`src/rtl/playback_seek_scheduler_if.sv`:
```
// Control/status bundle for the playback seek scheduler.
// master = the controller side (buttons, PCM source), slave = the scheduler itself.
interface playback_seek_scheduler_if;
   logic       play_pause;
   logic       stop;
   logic [3:0] seek_req;
   logic [7:0] pcm_value;
   logic       count;
   logic       passa_10s;
   logic       volta_10s;
   logic       passa_30s;
   logic       volta_30s;
   logic       addr_clear;
   logic       track_end;
   logic [1:0] state;

   modport master (
      output play_pause, stop, seek_req, pcm_value,
      input  count, passa_10s, volta_10s, passa_30s, volta_30s,
             addr_clear, track_end, state
   );

   modport slave (
      input  play_pause, stop, seek_req, pcm_value,
      output count, passa_10s, volta_10s, passa_30s, volta_30s,
             addr_clear, track_end, state
   );
endinterface

```
`src/rtl/playback_seek_scheduler.sv`:
```
// Playback seek scheduler: play/pause/stop FSM, sample-rate count enable,
// queued one-at-a-time seek strobes with a settling gap, end-of-track detect.
// Optional macro SEEK_COALESCE_EN: opposing pending seeks (+30/-30, +10/-10)
// cancel each other before anything issues.
module playback_seek_scheduler #(
   parameter int DIV       = 32'd4535,
   parameter int GAP       = 32'd4,
   parameter int END_ZEROS = 32'd64
) (
   input  logic                      clk,
   input  logic                      reset,
   playback_seek_scheduler_if.slave  bus
);
   localparam int TW = (DIV > 1) ? $clog2(DIV) : 1;
   localparam int GW = $clog2(GAP + 1);
   localparam int ZW = $clog2(END_ZEROS + 1);

   localparam logic [1:0] ST_STOPPED = 2'b00;
   localparam logic [1:0] ST_PLAYING = 2'b01;
   localparam logic [1:0] ST_PAUSED  = 2'b10;

   // Fixed issue priority: -30 s (bit2) > +30 s (bit3) > -10 s (bit0) > +10 s (bit1).
   function automatic logic [3:0] pick_seek(input logic [3:0] req);
      logic [3:0] g;
      if (req[2])      g = 4'b0100;
      else if (req[3]) g = 4'b1000;
      else if (req[0]) g = 4'b0001;
      else if (req[1]) g = 4'b0010;
      else             g = 4'b0000;
      return g;
   endfunction

   logic [TW-1:0] tick_q;
   logic [1:0]    state_q, state_d;
   logic [3:0]    pending_q, pending_d;
   logic [GW-1:0] gap_q, gap_d;
   logic [ZW-1:0] zero_q, zero_d;
   logic          count_q, count_d;
   logic [3:0]    strobe_q, strobe_d;
   logic          addr_clear_q, addr_clear_d;
   logic          track_end_q, track_end_d;

   logic          tick_s, eot_s, clr_s, active_s, issue_s;
   logic [3:0]    merged_s, grant_s;

   assign tick_s = (tick_q == TW'(DIV - 1));

   // Free-running sample tick divider.
   always_ff @(posedge clk or negedge reset) begin
      if (!reset)      tick_q <= '0;
      else if (tick_s) tick_q <= '0;
      else             tick_q <= tick_q + TW'(1);
   end

   // End of track: this tick's zero sample completes the run of END_ZEROS.
   always_comb begin
      eot_s = (state_q == ST_PLAYING) && tick_s && (bus.pcm_value == 8'd0) &&
              (zero_q == ZW'(END_ZEROS - 1));
   end

   // FSM state register.
   always_ff @(posedge clk or negedge reset) begin
      if (!reset) state_q <= ST_STOPPED;
      else        state_q <= state_d;
   end

   // FSM next state: stop beats end-of-track beats play_pause.
   always_comb begin
      state_d = state_q;
      if (bus.stop || eot_s) begin
         state_d = ST_STOPPED;
      end else if (bus.play_pause) begin
         case (state_q)
            ST_STOPPED: state_d = ST_PLAYING;
            ST_PLAYING: state_d = ST_PAUSED;
            ST_PAUSED:  state_d = ST_PLAYING;
            default:    state_d = ST_STOPPED;
         endcase
      end else if (state_q == 2'b11) begin
         state_d = ST_STOPPED;
      end else begin
         state_d = state_q;
      end
   end

   // Seek queue merge, optional cancellation and single-strobe arbitration.
   always_comb begin
      clr_s    = (bus.stop && (state_q != ST_STOPPED)) || eot_s;
      active_s = ((state_q == ST_PLAYING) || (state_q == ST_PAUSED)) && !bus.stop && !clr_s;
      merged_s = pending_q | bus.seek_req;
`ifdef SEEK_COALESCE_EN
      if (merged_s[3] && merged_s[2]) merged_s[3:2] = 2'b00;
      else                            merged_s[3:2] = merged_s[3:2];
      if (merged_s[1] && merged_s[0]) merged_s[1:0] = 2'b00;
      else                            merged_s[1:0] = merged_s[1:0];
`endif
      issue_s   = active_s && (merged_s != 4'b0000) && (gap_q == '0);
      grant_s   = issue_s ? pick_seek(merged_s) : 4'b0000;
      pending_d = active_s ? (merged_s & ~grant_s) : 4'b0000;
      if (clr_s)             gap_d = '0;
      else if (issue_s)      gap_d = GW'(GAP);
      else if (gap_q != '0)  gap_d = gap_q - GW'(1);
      else                   gap_d = '0;
   end

   // Zero-run counter: only advances on PLAYING ticks, cleared on leaving PLAYING.
   always_comb begin
      zero_d = zero_q;
      if (state_d != ST_PLAYING) begin
         zero_d = '0;
      end else if ((state_q == ST_PLAYING) && tick_s) begin
         if (bus.pcm_value != 8'd0)          zero_d = '0;
         else if (zero_q != ZW'(END_ZEROS))  zero_d = zero_q + ZW'(1);
         else                                zero_d = zero_q;
      end else begin
         zero_d = zero_q;
      end
   end

   // FSM outputs (next values of the registered pulse outputs).
   always_comb begin
      count_d      = tick_s && (state_q == ST_PLAYING);
      strobe_d     = grant_s;
      addr_clear_d = clr_s;
      track_end_d  = eot_s;
   end

   // Queue, gap, zero-run and output registers.
   always_ff @(posedge clk or negedge reset) begin
      if (!reset) begin
         pending_q    <= 4'b0000;
         gap_q        <= '0;
         zero_q       <= '0;
         count_q      <= 1'b0;
         strobe_q     <= 4'b0000;
         addr_clear_q <= 1'b0;
         track_end_q  <= 1'b0;
      end else begin
         pending_q    <= pending_d;
         gap_q        <= gap_d;
         zero_q       <= zero_d;
         count_q      <= count_d;
         strobe_q     <= strobe_d;
         addr_clear_q <= addr_clear_d;
         track_end_q  <= track_end_d;
      end
   end

   assign bus.count      = count_q;
   assign bus.passa_30s  = strobe_q[3];
   assign bus.volta_30s  = strobe_q[2];
   assign bus.passa_10s  = strobe_q[1];
   assign bus.volta_10s  = strobe_q[0];
   assign bus.addr_clear = addr_clear_q;
   assign bus.track_end  = track_end_q;
   assign bus.state      = state_q;
endmodule

```
`src/flat_wrapper.sv`:
```
// flat-port wrapper written by rule: the top's interface ports become plain ports
module playback_seek_scheduler_flat 
#(
   parameter int DIV       = 32'd4535,
   parameter int GAP       = 32'd4,
   parameter int END_ZEROS = 32'd64
)
  (clk, reset, bus_play_pause, bus_stop, bus_seek_req, bus_pcm_value, bus_count, bus_passa_10s, bus_volta_10s, bus_passa_30s, bus_volta_30s, bus_addr_clear, bus_track_end, bus_state);
  playback_seek_scheduler_if bus_i ();
  input  logic clk;
  input  logic reset;
  input wire logic [$bits(bus_i.play_pause)-1:0] bus_play_pause;
  input wire logic [$bits(bus_i.stop)-1:0] bus_stop;
  input wire logic [$bits(bus_i.seek_req)-1:0] bus_seek_req;
  input wire logic [$bits(bus_i.pcm_value)-1:0] bus_pcm_value;
  output wire logic [$bits(bus_i.count)-1:0] bus_count;
  output wire logic [$bits(bus_i.passa_10s)-1:0] bus_passa_10s;
  output wire logic [$bits(bus_i.volta_10s)-1:0] bus_volta_10s;
  output wire logic [$bits(bus_i.passa_30s)-1:0] bus_passa_30s;
  output wire logic [$bits(bus_i.volta_30s)-1:0] bus_volta_30s;
  output wire logic [$bits(bus_i.addr_clear)-1:0] bus_addr_clear;
  output wire logic [$bits(bus_i.track_end)-1:0] bus_track_end;
  output wire logic [$bits(bus_i.state)-1:0] bus_state;
  assign bus_i.play_pause = bus_play_pause;
  assign bus_i.stop = bus_stop;
  assign bus_i.seek_req = bus_seek_req;
  assign bus_i.pcm_value = bus_pcm_value;
  assign bus_count = bus_i.count;
  assign bus_passa_10s = bus_i.passa_10s;
  assign bus_volta_10s = bus_i.volta_10s;
  assign bus_passa_30s = bus_i.passa_30s;
  assign bus_volta_30s = bus_i.volta_30s;
  assign bus_addr_clear = bus_i.addr_clear;
  assign bus_track_end = bus_i.track_end;
  assign bus_state = bus_i.state;
  playback_seek_scheduler #(.DIV(DIV), .GAP(GAP), .END_ZEROS(END_ZEROS)) u_core (.clk(clk), .reset(reset), .bus(bus_i));
endmodule
```
`config.mk`:
```
export PLATFORM = sky130hd
export DESIGN_NAME = playback_seek_scheduler_flat
export DESIGN_NICKNAME = d
export VERILOG_FILES = /design/src/rtl/playback_seek_scheduler_if.sv /design/src/rtl/playback_seek_scheduler.sv /design/src/flat_wrapper.sv
export SDC_FILE = /design/constraint.sdc
export NUM_CORES = 1
export LEC_CHECK = 0
export CAP_MARGIN = 20
export CORE_ASPECT_RATIO = 1.1
export CORE_MARGIN = 10
export CORE_UTILIZATION = 55
export CTS_BUF_LIST = sky130_fd_sc_hd__clkbuf_4
export DETAILED_ROUTE_END_ITERATION = 6
export GPL_TIMING_DRIVEN = 0
export HOLD_SLACK_MARGIN = 0.03
export PLACE_DENSITY_LB_ADDON = 0.12
export SYNTH_ARGS = -nofsm -noshare
export SYNTH_HDL_FRONTEND = slang
export SYNTH_SLANG_ARGS = --single-unit
```
`constraint.sdc`:
```
create_clock -name clk -period 3.32 [get_ports clk]
set_clock_uncertainty 0.2 [all_clocks]
set_input_delay 0.83 -clock clk [delete_from_list [all_inputs] [get_ports clk]]
set_output_delay 0.83 -clock clk [all_outputs]
set_load 0.02 [all_outputs]
```
* Word-level counts from Yosys, hierarchy flattened *
Cells that the tools add are included.

word-level totals
  bits in latches = 0
  word-level logic and storage cells = 64
  memory bits (writable) = 0
  ROM bits = 0
  output and inout port bits = 9
  register bits after elaboration = 36
  memories = 0

cells by class
  shifts and indexed selects = 0
  multiplexer cells = 18
  magnitude comparators = 0
  $mul = 0
  equal/unequal tests = 7
  reduce and logical (&&, ||, !) cells = 24
  bitwise logic cells = 3
  divide/modulo/power cells = 0
  add/sub/neg operators = 3

operators by type and width
  operator                 number
  $mux W7                  4
  $mux W4                  5
  $add A13 B1 Y13 const B  1
  $eq A13 B13 Y1 const B   1
  $mux W13                 1
  $mux W3                  3
  $logic_and A1 B1 Y1      8
  $logic_not A8 Y1         1
  $mux W2                  4
  $reduce_bool A8 Y1       1
  $add A7 B1 Y7 const B    1
  $eq A7 B6 Y1 const B     1
  $ne A7 B7 Y1 const B     1
  $reduce_bool A3 Y1       2
  $and A4 B4 Y4            1
  $eq A2 B2 Y1 const B     2
  $not A4 Y4               1
  $or A4 B4 Y4             1
  $pmux W2 S2              1
  $reduce_bool A2 Y1       2
  $reduce_bool A4 Y1       1
  $logic_not A3 Y1         1
  $logic_or A1 B1 Y1       3
  $sub A3 B1 Y3 const B    1
  6 further kinds          7

* Depth between registers and ports, before layout *
  depth after elaboration = 13
  mapped depth = 8
  depth with buffers taken out = 7

* Worst setup path after synthesis *
Ideal clock, no wire load.

  path type = register -> register
  start point = reg u_core.tick_q[0]
  end point = reg u_core.zero_q[3]
  arrival time = 2305 ps
  required time = 3042 ps
  path buffers = 1
  clock period less this slack = 2583 ps
  stages on the path, launching flop included = 8
  slack = 737 ps
  cell sequence = dfrtp_1 -> inv_1 -> ha_1 -> or4bb_1 -> or4_1 -> buf_2 -> or4_1 -> a21oi_1

on the way
  word-level cells in the longest chain between the ends = 9
  elaborated cells on any way between the ends = 11
  those cells by class = eq/ne: 2; mux: 2; reduce/logical: 7

ends and longest elaborated chain
  what                                                                       RTL line                                                       source
  start: declaration                                                         playback_seek_scheduler.sv:33                                  logic [TW-1:0] tick_q;
  start signal: assignment                                                   playback_seek_scheduler.sv:52                                  else tick_q <= tick_q + TW'(1);
  $eq A13 B13 Y1 *                                                           playback_seek_scheduler.sv:46                                  assign tick_s = (tick_q == TW'(DIV - 1));
  $logic_and A1 B1 Y1 *                                                      playback_seek_scheduler.sv:57, playback_seek_scheduler.sv:111
  $logic_and A1 B1 Y1 (2 in a row)                                           playback_seek_scheduler.sv:57                                  eot_s = (state_q == ST_PLAYING) && tick_s && (bus.pcm_value == 8'd0) &&
  $logic_or A1 B1 Y1                                                         playback_seek_scheduler.sv:70                                  if (bus.stop || eot_s) begin
  $mux W2                                                                    playback_seek_scheduler.sv:70
  $ne A2 B1 Y1                                                               playback_seek_scheduler.sv:109                                 if (state_d != ST_PLAYING) begin
  $reduce_bool A3 Y1 (no source line) or $reduce_bool A2 Y1 (tied branches)  n/a
  $reduce_and A2 Y1 (no source line)                                         n/a
  end signal: assignment                                                     playback_seek_scheduler.sv:141                                 zero_q <= zero_d;
  end: declaration                                                           playback_seek_scheduler.sv:37                                  logic [ZW-1:0] zero_q, zero_d;

Every way passes the cells marked *; elsewhere a longest branch is shown, timed or not.
A chain may end at the register's enable or synchronous reset.

* Worst setup path in the final report *
  start point = in bus_pcm_value[1]
  end point = reg u_core.zero_q[3]

on the way
  word-level cells in the longest chain between the ends = 8
  elaborated cells on any way between the ends = 13
  those cells by class = eq/ne: 1; mux: 4; reduce/logical: 8

ends and longest elaborated chain
  what                                                                       RTL line                        source
  start: declaration                                                         flat_wrapper.sv:15              input wire logic [$bits(bus_i.pcm_value)-1:0] bus_pcm_value;
  $logic_not A8 Y1                                                           playback_seek_scheduler.sv:57
  $logic_and A1 B1 Y1 (2 in a row)                                           playback_seek_scheduler.sv:57
  $logic_or A1 B1 Y1                                                         playback_seek_scheduler.sv:70
  $mux W2                                                                    playback_seek_scheduler.sv:70
  $ne A2 B1 Y1                                                               playback_seek_scheduler.sv:109
  $reduce_bool A3 Y1 (no source line) or $reduce_bool A2 Y1 (tied branches)  n/a
  $reduce_and A2 Y1 (no source line)                                         n/a

Several ways; a longest one is shown, not always the timed one. The select of a mux whose other input is x is not followed.

==> flow_summary_export.csv <==
group,metric,value,unit
clock_tree,hold_buffers,0,
sta,setup_viol,0,
logic_synthesis,syn_avg_cell_area,10.1,um^2
logic_synthesis,ys_warn_count,0,
logic_synthesis,synth_mux_area_frac,0.0109,
critical_path,slowest_delay,0.57,ns
route,drt_iter0_drc,146,
floorplan,io_pins,25,
placement,place_congestion,0.884,
global_routing,grtUsageTotal,0.138,
logic_synthesis,synth-edff-count,0,
critical_path,cpMaxStageDelayCell,"nor4_1",
power_and_ir_drop,powerDensity,395,nW/um^2
clock_tree,cts_tree,"yes",
critical_path,required,3.39,ns
critical_path,arrival,2.94,ns
floorplan,die_h,80.5,um
logic_synthesis,synth_top_family_by_area,"simple AND/OR/NAND/NOR gates",
route,drc,0,
logic_synthesis,netlist_area,1830,um^2
finish,area_growth,18.2,%
logic_synthesis,async_flop_share,1.00,
route,ant_nets,0,
global_routing,grt_pass1_wl,6.52,mm
clock_tree,clk_pin_slew,0.10,ns
critical_path,crit_buf_inv,1,
route,via_per_inst,6.03,
clock_tree,numCtsBuffers,5,
critical_path,critPathKind,"in -> reg",
global_routing,grt_pass1_vias,1458,
finish,antenna_cells,0,
route,drtPass1Iterations,4,
global_routing,antenna_found_initial,0,
sta,setup_tns,0,ns
logic_synthesis,synth_xor_area_frac,0.0430,
sta,period_share,0.864,
run_status,outcome,"finished, final reports clean",
floorplan,coreArea,3130,um^2
global_routing,grt_max_degree,37,
logic_synthesis,synth_top_area_cell,"dfrtp_1",
floorplan,start_util,0.586,
clock_tree,cts_resized,0,
floorplan,num_rows,21,
logic_synthesis,syn_nets,209,
floorplan,die_w,75.0,um
sta,final-hold-violation-count,0,
critical_path,crit_family,"simple AND/OR/NAND/NOR gates",
critical_path,reg2reg_from,"u_core.tick_q[0]$_DFF_PN0_",
route,wire_per_inst,14.9,um
power_and_ir_drop,vdd_ir_drop_max,398,uV
power_and_ir_drop,p_leak,0.938,nW
placement,dp_hpwl,2.83,mm
sta,max_freq,0.349,GHz
flow_run,drv_cap,0,
finish,fin_nets,240,
sta,worstMarginPinSlew,0.783,ns
worst_hold_path,hold_start,"u_core.gap_q[0]$_DFF_PN0_",
logic_synthesis,synth.top_cell.area_share,0.492,
clock_tree,htree_levels,2,
finish,drive_gt1_frac,0.0794,
logic_synthesis,yosys-top-cells-area,"dfrtp_1 (49%), ha_1 (7.5%), nor2_1 (4.1%)",
logic_synthesis,yosysMostFrequentCell,"dfrtp_1",
critical_path,critPathLaunch,"bus_pcm_value[1]",
logic_synthesis,synth.top_cells.by_count,"dfrtp_1 (36), nor2_1 (20), nand2_1 (13)",
sta,period_minus_slack,2.87,ns
clock_tree,cts-root-buf,"clkbuf_4",
placement,port_buffers,24,
worst_hold_path,hold_class,"reg -> reg",
critical_path,worst_setup_path_end_kind,"flip-flop",
logic_synthesis,ys_seq_area_frac,0.492,
clock_tree,clock_latency,0.34,ns
clock_tree,cts_setup_buffers,0,
logic_synthesis,synth_fa_ha_area_frac,0.0751,
critical_path,path_cells,"clkdlybuf4s50_1 > nor4_1 > o311ai_0 > or4_1 > a21oi_1",
clock_tree,cts.sinks,36,
floorplan,dieArea,6040,um^2
logic_synthesis,yosysUniqueCellTypes,37,
clock_tree,cts_buffer_depth,2,
route,wirelength,3.69,mm
critical_path,crit_fanout,4,
sta,fin_hold_ws,0.263,ns
logic_synthesis,synth_compound_area_frac,0.0949,
logic_synthesis,synthSimpleGateAreaFrac,0.254,
sta,rsz0062_at_grt,"no",
route,vias,1496,
global_routing,grt.overflow.total,0,
logic_synthesis,ys.flop_type,"dfrtp_1",
sta,maxSlewViolCount,0,
sta,slew_headroom,0.478,
logic_synthesis,synthCells,182,
critical_path,startpoint_type,"input port",
logic_synthesis,ys_ff_latch,36,
-- placed cells by master (no fill, tap or decap), types with 3 or more instances in the layout --
| cell | Yosys | final |
|---|---|---|
| nor4_1 | 8 | 8 |
| a21oi_1 | 5 | 5 |
| xnor2_1 | 6 | 6 |
| o21ai_0 | 4 | 4 |
| inv_1 | 11 | 11 |
| nand3_1 | 9 | 9 |
| dfrtp_1 | 36 | 36 |
| nand2_1 | 13 | 13 |
| nor4b_1 | 3 | 3 |
| and3_1 | 3 | 3 |
| or3_1 | 3 | 3 |
| or4_1 | 5 | 5 |
| xor2_1 | 3 | 3 |
| nand4_1 | 5 | 5 |
| nor3_1 | 8 | 8 |
| ha_1 | 11 | 11 |
| nor2_1 | 20 | 20 |
| buf_2 | 2 | 3 |
| a211oi_1 | 3 | 3 |
| clkbuf_4 | 0 | 5 |
| clkdlybuf4s50_1 | 0 | 23 |
-- report_power, final --
| group | switching [mW] | leakage (nW) | total (mW) | internal, mW |
|---|---|---|---|---|
| combinational | 0.0836 | 0.422 | 0.151 | 0.0672 |
| sequential | 0.0130 | 0.482 | 0.475 | 0.462 |
| clock | 0.148 | 0.0349 | 0.230 | 0.0812 |
| total | 0.245 | 0.938 | 0.855 | 0.610 |
-- worst reg2reg max path, cell delays in order, from the launching register on --
cell,delay [ns]
dfrtp_1,0.43
inv_1,0.07
ha_1,0.14
or4bb_1,0.51
or4_2,0.58
o32ai_1,0.61
a211oi_1,0.10
-- layout make-up --
cell class | instances | area, um^2
Multi-Input combinational cell | 132 | 876
Sequential cell | 36 | 901
Fill cell | 248 | 961
Inverter | 11 | 41.3
Tap cell | 34 | 42.5
Timing Repair Buffer | 24 | 235
Clock inverter | 3 | 18.8
Clock buffer | 5 | 37.5
Buffer | 3 | 13.8
-- path summary, 6_finish.rpt --
check / end / slack, ns / depth (start not counted)
worst min-delay path: u_core.gap_q[0]$_DFF_PN0_ / 0.26 / 1
worst max register to register: u_core.gap_q[1]$_DFF_PN0_ / 0.53 / 6
worst min register to register: u_core.gap_q[0]$_DFF_PN0_ / 0.26 / 1
worst max-delay path: u_core.zero_q[3]$_DFFE_PN0P_ / 0.45 / 5
min in group asynchronous: u_core.zero_q[0]$_DFFE_PN0P_ / 0.35 / 1
max in group asynchronous: u_core.pending_q[3]$_DFF_PN0_ / 2.06 / 1
-- sequential cells by signal (all words and copies together) (netlist names) --
signal and flops:
u_core.bus.addr_clear 1, u_core.bus.count 1, u_core.bus.state 2, u_core.bus.track_end 1, u_core.gap_q 3, u_core.pending_q 4
u_core.strobe_q 4, u_core.tick_q 13, u_core.zero_q 7
-- metrics by stage --
stage	worst slack, ns	area, um^2	std cells	power (mW)	utilization
3_3_place_gp	0.180	2110	240	0.630	0.676
4_1_cts	0.452	2170	248	0.867	0.693
5_1_grt	0.321	2170	248	0.914	0.693
2_1_floorplan	0.737	1830	182	0.576	-
3_5_place_dp	0.0949	2110	240	0.636	0.675
6_report	0.451	2170	248	0.855	0.693
-- cell families (layout without fill, tap and decap cells) --
kind of cell / count (synthesis) / after routing
DFF: 36 / 36
AOI/OAI and AO/OA: 24 / 24
muxes: 2 / 2
adders and majority gates: 11 / 11
xor gates and xnor gates: 9 / 9
buffers and inverters: 14 / 46
and+or+nand+nor: 86 / 86
-- routing by layer --
metal / up-vias / part of all wire / GRT usage / routed length (um)
met5: - / 0 / 0 / 0
met4: 0 / 0.013 / 0.0568 / 48
met3: 5 / 0.056 / 0.0480 / 207
met2: 35 / 0.52 / 0.223 / 1920
met1: 731 / 0.41 / 0.161 / 1510
li1: 725 / - / - / -
Note: power is estimated with default switching activity, not from simulation.
